===== src/rtl/uart_pkg.sv =====
// Shared UART definitions: frame geometry, FSM state encoding and parity helper,
// common to the receiver and transmitter.
package uart_pkg;

    localparam int OVERSAMPLE = 16;
    localparam int SAMPLE_MID = 7;
    localparam int SAMPLE_END = 15;
    localparam int DATA_BITS  = 8;
    localparam int FRAME_BITS = 11;

    typedef enum logic [2:0] {
        IDLE,
        START,
        DATA,
        PARITY,
        STOP,
        WAIT_IDLE
    } uart_state_t;

    // Parity bit a transmitter would send for this byte.
    function automatic logic parity_of(input logic [DATA_BITS-1:0] d, input logic odd);
        return (^d) ^ odd;
    endfunction

endpackage


===== src/rtl/uart_rx_sync.sv =====
// Two-flop synchronizer for the asynchronous rx line plus falling-edge (start) detect.
module uart_rx_sync (
    input  logic clk,
    input  logic rst_n,
    input  logic rx,
    output logic rx_s,
    output logic start_edge
);

    logic rx_meta;
    logic rx_prev;

    // All stages reset high so reset release never looks like a start edge.
    always_ff @(posedge clk) begin
        if (!rst_n) begin
            rx_meta <= 1'b1;
            rx_s    <= 1'b1;
            rx_prev <= 1'b1;
        end else begin
            rx_meta <= rx;
            rx_s    <= rx_meta;
            rx_prev <= rx_s;
        end
    end

    assign start_edge = rx_prev & ~rx_s;

endmodule


===== src/rtl/uart_rx_8bit.sv =====
// 16x oversampled UART receiver: start, 8 data bits LSB first, parity, stop.
// Emits a one-cycle valid per completed frame with parity/framing flags.
module uart_rx_8bit
    import uart_pkg::*;
#(
    parameter int PARITY_ODD = 0,
    parameter int OVERSAMPLE = 16
) (
    input  logic       clk,
    input  logic       rst_n,
    input  logic       rx,
    output logic [7:0] data_out,
    output logic       valid,
    output logic       parity_err,
    output logic       frame_err,
    output logic       busy
);

    localparam logic [3:0] CNT_END  = 4'(OVERSAMPLE - 1);
    localparam logic [3:0] CNT_MID  = 4'(SAMPLE_MID);
    localparam logic [2:0] IDX_LAST = 3'(DATA_BITS - 1);
    localparam logic       ODD_SEL  = (PARITY_ODD != 0);

    logic        rx_s;
    logic        start_edge;
    uart_state_t state;
    uart_state_t state_next;
    logic [3:0]  cnt;
    logic [2:0]  idx;
    logic [7:0]  shift;
    logic        par_bit;
    logic        cnt_clr;
    logic        idx_clr;
    logic        sample_data;
    logic        sample_par;
    logic        sample_stop;

    uart_rx_sync u_sync (
        .clk        (clk),
        .rst_n      (rst_n),
        .rx         (rx),
        .rx_s       (rx_s),
        .start_edge (start_edge)
    );

    always_comb begin
        state_next  = state;
        cnt_clr     = 1'b0;
        idx_clr     = 1'b0;
        sample_data = 1'b0;
        sample_par  = 1'b0;
        sample_stop = 1'b0;
        case (state)
            IDLE: begin
                if (start_edge) begin
                    state_next = START;
                    cnt_clr    = 1'b1;
                    idx_clr    = 1'b1;
                end
            end
            START: begin
                // Mid-start-bit check rejects glitches shorter than half a bit.
                if (cnt == CNT_MID) begin
                    cnt_clr    = 1'b1;
                    state_next = rx_s ? IDLE : DATA;
                end
            end
            DATA: begin
                if (cnt == CNT_END) begin
                    sample_data = 1'b1;
                    if (idx == IDX_LAST) state_next = PARITY;
                end
            end
            PARITY: begin
                if (cnt == CNT_END) begin
                    sample_par = 1'b1;
                    state_next = STOP;
                end
            end
            STOP: begin
                if (cnt == CNT_END) begin
                    sample_stop = 1'b1;
                    state_next  = rx_s ? IDLE : WAIT_IDLE;
                end
            end
            WAIT_IDLE: begin
                if (rx_s) state_next = IDLE;
            end
            default: state_next = IDLE;
        endcase
    end

    assign busy = (state != IDLE);

    // cnt free-runs and wraps 15->0 so sample points stay one bit period apart.
    always_ff @(posedge clk) begin
        if (!rst_n) begin
            state      <= IDLE;
            cnt        <= 4'd0;
            idx        <= 3'd0;
            shift      <= 8'd0;
            par_bit    <= 1'b0;
            data_out   <= 8'd0;
            valid      <= 1'b0;
            parity_err <= 1'b0;
            frame_err  <= 1'b0;
        end else begin
            state <= state_next;
            valid <= sample_stop;
            cnt   <= cnt_clr ? 4'd0 : cnt + 4'd1;
            if (idx_clr)
                idx <= 3'd0;
            else if (sample_data)
                idx <= idx + 3'd1;
            if (sample_data)
                shift <= {rx_s, shift[7:1]};
            if (sample_par)
                par_bit <= rx_s;
            if (sample_stop) begin
                data_out   <= shift;
                parity_err <= (parity_of(shift, ODD_SEL) != par_bit);
                frame_err  <= ~rx_s;
            end
        end
    end

endmodule

===== config.mk =====
export PLATFORM = sky130hd
export DESIGN_NAME = uart_rx_8bit
export DESIGN_NICKNAME = d
export VERILOG_FILES = /design/src/rtl/uart_pkg.sv /design/src/rtl/uart_rx_sync.sv /design/src/rtl/uart_rx_8bit.sv
export SDC_FILE = /design/constraint.sdc
export NUM_CORES = 1
export LEC_CHECK = 0
export CORE_ASPECT_RATIO = 0.5
export CORE_MARGIN = 5
export CORE_UTILIZATION = 55
export CTS_CLUSTER_DIAMETER = 60
export DETAILED_ROUTE_END_ITERATION = 6
export PLACE_DENSITY = 0.83
export SETUP_SLACK_MARGIN = 0.2
export SLEW_MARGIN = 20
export SYNTH_ARGS = -nofsm -noshare
export SYNTH_HDL_FRONTEND = slang
export SYNTH_HIERARCHICAL = 1
export SYNTH_SLANG_ARGS = --single-unit

===== constraint.sdc =====
create_clock -name clk -period 2.1 [get_ports clk]
set_input_delay 0.42 -clock clk [delete_from_list [all_inputs] [get_ports clk]]
set_output_delay 0.42 -clock clk [all_outputs]
set_load 0.01 [all_outputs]

==> impl_metrics.csv <==
group,metric,value,unit
critical_path,path_cells,"or3_1 -> dlygate4sd2_1",
critical_path,critPathKind,"flip-flop to output port",
final_layout,regArea,663,um2
critical_path,crit_slowest_cell,"or3_1",
drt,initialDrtViolationCount,44,
power_and_ir_drop,clockPowerShare,0.388,
logic_synthesis,synth_compound_area_frac,0.0862,
drt,drt_first_pass_iters,4,
logic_synthesis,synth_cells,145,
power_and_ir_drop,p_sw_frac,0.232,
placement,port_buffers,14,
power_and_ir_drop,p_int,905,uW
global_routing,grt_pass1_vias,926,
drt,wl,2.51,mm
critical_path,rr_worst_depth,5,
sta,tightest_slew,0.492,ns
clocking,cts_buffers,5,
logic_synthesis,syn_area,1500,um2
worst_hold_path,whs_endpoint,"u_sync/rx_s",
sta,setup_violations,0,
global_routing,grt-ovfl-total,0,
clocking,cts-root-buf,"clkbuf_8",
power_and_ir_drop,p_seq_frac,0.548,
drt,routed_via_density,5.16,
final_layout,fin_nets,170,
floorplanning,std_cell_rows,13,
floorplanning,fp.dieH,46.9,um
placement,placed_area,1680,um2
drt,num_vias,1042,
clocking,cts.path.max_buffers,2,
logic_synthesis,synth_top_family_by_area,"simple AND/OR/NAND/NOR gates",
run_status,status,"completed",
critical_path,critPathRequiredTime,1.68,ns
drt,wl_per_cell,12.4,um
logic_synthesis,synth_nets,151,
critical_path,cp_data_arrival_time,1.34,ns
sta,finalMaxSlewViolations,0,
clocking,tritoncts,"built",
final_layout,multi_input_area,788,um2
global_routing,grt_max_degree,18,
sta,grt_setup_unrepaired,"no",
logic_synthesis,avgSynthCellArea,10.3,um2
power_and_ir_drop,netSwitchingPower,273,uW
logic_synthesis,yosysWarningCount,6,
sta,fin_setup_tns,0,ns
critical_path,crit_path_end_kind,"output port",
clocking,path_clk_slew,0.07,ns
floorplanning,start_util,0.575,
logic_synthesis,yosysMostFrequentCell,"dfxtp_1",
worst_hold_path,min_from,"u_sync/rx_meta",
placement,hpwl,1.77,mm
floorplanning,die_x,83.7,um
logic_synthesis,synthDistinctLibCells,40,
final_layout,postLayoutCellArea,1760,um2
logic_synthesis,ys_seq_area_frac,0.442,
logic_synthesis,synth_xor_area_frac,0.0678,
critical_path,worstPathMaxFanout,10,
power_and_ir_drop,p_comb_frac,0.065,
clocking,clock_latency,0.28,ns
final_layout,drive_above_1_share,0.115,
logic_synthesis,synthTopCellsByArea,"dfxtp_1 44%, mux2i_1 12%, nor2b_1 8.4%",
logic_synthesis,ys_async_sr_fraction,0,
logic_synthesis,yosys.area_share.simple,0.220,
critical_path,r2r_start,"cnt[0]",
power_and_ir_drop,power.density,668,nW/um2
global_routing,grt_antenna_before_repair,0,
sta,finalWorstPathRequiredPeriod,1.76,ns
critical_path,r2r_slack,0.39,ns
run,max_cap_viol_count,0,
power_and_ir_drop,vdd_drop_max,0.000452,V
critical_path,startpoint,"state[2]",
power_and_ir_drop,cellLeakagePower,0.000661,uW
logic_synthesis,synth_mux_area_frac,0.128,
placement,globalplace.congestion,0.808,
floorplanning,die_area,3920,um2
logic_synthesis,synth_top_area_cell,"dfxtp_1",
logic_synthesis,netlist.area_leader.share,0.442,
logic_synthesis,synthAdderAreaFrac,0.0251,
critical_path,critPathLaunchType,"flip-flop",
logic_synthesis,synth_commonest_cells,"33 x dfxtp_1, 20 x nor2b_1, 18 x mux2i_1, 9 x nor2_1, 8 x nand2b_1",
drt,detail-route-antenna-nets,0,
logic_synthesis,synth_flop_cell,"dfxtp_1",
worst_hold_path,holdPathStages,1,
sta,slew_headroom,0.671,
logic_synthesis,ys_seq_elements,33,
clocking,h-tree-depth,2,
final_layout,fillerInstances,208,
clocking,clock-sinks,33,
critical_path,max_stage_delay,0.40,ns
power_and_ir_drop,p_total,1180,uW
critical_path,worstReg2RegEnd,"data_out[0]",
floorplanning,ios,15,
sta,fmax,568,MHz
sta,hold_viol,0,
worst_hold_path,min_path_type,"flip-flop to flip-flop",
global_routing,grt_pass1_wl,4.18,mm
sta,clock_skew,0.00545,ns
logic_synthesis,synth_edf_count,0,
drt,drc,0,
final_layout,area_growth_syn_to_layout,18.0,%
global_routing,grt.total_usage,0.140,
final_layout,diodes,0,
floorplanning,design.core.area,2600,um2
sta,period_share,0.838,
-- per-layer routing --
layer	GRT usage	part of all wire
met5	0	0
met3	0.0525	0.031
met1	0.179	0.51
met2	0.220	0.45
met4	0.0577	0.0052
-- worst max path at each step --
| stage | end | depth (start not counted) |
|---|---|---|
| floorplan | parity_err | 5 |
| global placement | busy | 2 |
| detailed placement | data_out[4] | 5 |
| CTS | busy | 2 |
| global route | data_out[3] | 5 |
| finish | busy | 2 |
-- timing repair --
item	CTS	global route
setup endpoints to repair	1	0
buffers inserted	0	0
hold buffers	0	0
resized for setup	3	0
-- power by group through the flow --
stage,combinational (uW),sequential (uW),clock [uW]
finish,76.3,645,456
global route,84.5,646,496
CTS,77.0,645,464
detailed placement,78.9,659,0
global placement,77.2,658,0
floorplan,56.2,656,0
-- flip-flops by register name, summed over array words and instances (netlist names) --
name            flops
data_out            8
shift               8
cnt                 4
idx                 3
state               3
frame_err           1
par_bit             1
parity_err          1
u_sync/rx_meta      1
u_sync/rx_prev      1
u_sync/rx_s         1
valid               1
-- cells in the final DEF (no fill, tap or decap), types with 2 or more instances in the layout --
| master | netlist | routed |
|---|---|---|
| clkbuf_8 | 0 | 5 |
| buf_4 | 0 | 5 |
| clkdlybuf4s50_1 | 0 | 13 |
| xnor2_1 | 6 | 6 |
| dfxtp_2 | 0 | 2 |
| nor2b_1 | 20 | 20 |
| nand3_1 | 2 | 2 |
| nor2_1 | 9 | 9 |
| nand2b_1 | 8 | 8 |
| a211o_1 | 2 | 2 |
| o21ai_0 | 2 | 2 |
| and3_1 | 2 | 2 |
| a21boi_1 | 2 | 2 |
| mux2i_1 | 18 | 18 |
| dfxtp_1 | 33 | 31 |
| nand2_1 | 4 | 4 |
| xor2_1 | 3 | 3 |
| inv_1 | 2 | 2 |
| ha_1 | 3 | 3 |
| clkinv_2 | 0 | 2 |
-- logic make-up (layout without fill, tap and decap cells) --
kind of cell,after synthesis,after routing
buffers and inverters,9,29
and+or+nand+nor,54,54
adders and majority gates,3,3
muxes,19,19
xor gates and xnor gates,10,10
DFF,33,33
AOI/OAI and AO/OA,17,17
-- layout make-up --
class / instances / area share
Timing Repair Buffer: 19 / 0.100
Multi-Input combinational cell: 103 / 0.447
Clock inverter: 2 / 0.00567
Inverter: 2 / 0.00426
Tap cell: 37 / 0.0262
Clock buffer: 6 / 0.0411
Sequential cell: 33 / 0.376
-- worst max-delay path, delay by kind of cell (launching register included) --
family | cells | cell delay (ns)
flops | 1 | 0.36
buf+inv | 1 | 0.30
simple gates | 1 | 0.40
-- through the flow --
| stage | std cells | utilization | hold WS (ns) | worst slack (ns) |
|---|---|---|---|---|
| global placement | 194 | 0.646 | 0.389 | 0.430 |
| CTS | 202 | 0.678 | 0.413 | 0.338 |
| floorplan | 145 | - | 0.386 | 0.617 |
| finish | 202 | 0.678 | 0.415 | 0.341 |
| global route | 202 | 0.678 | 0.420 | 0.248 |
| detailed placement | 194 | 0.646 | 0.396 | 0.414 |
Note: power is estimated with default switching activity, not from simulation.
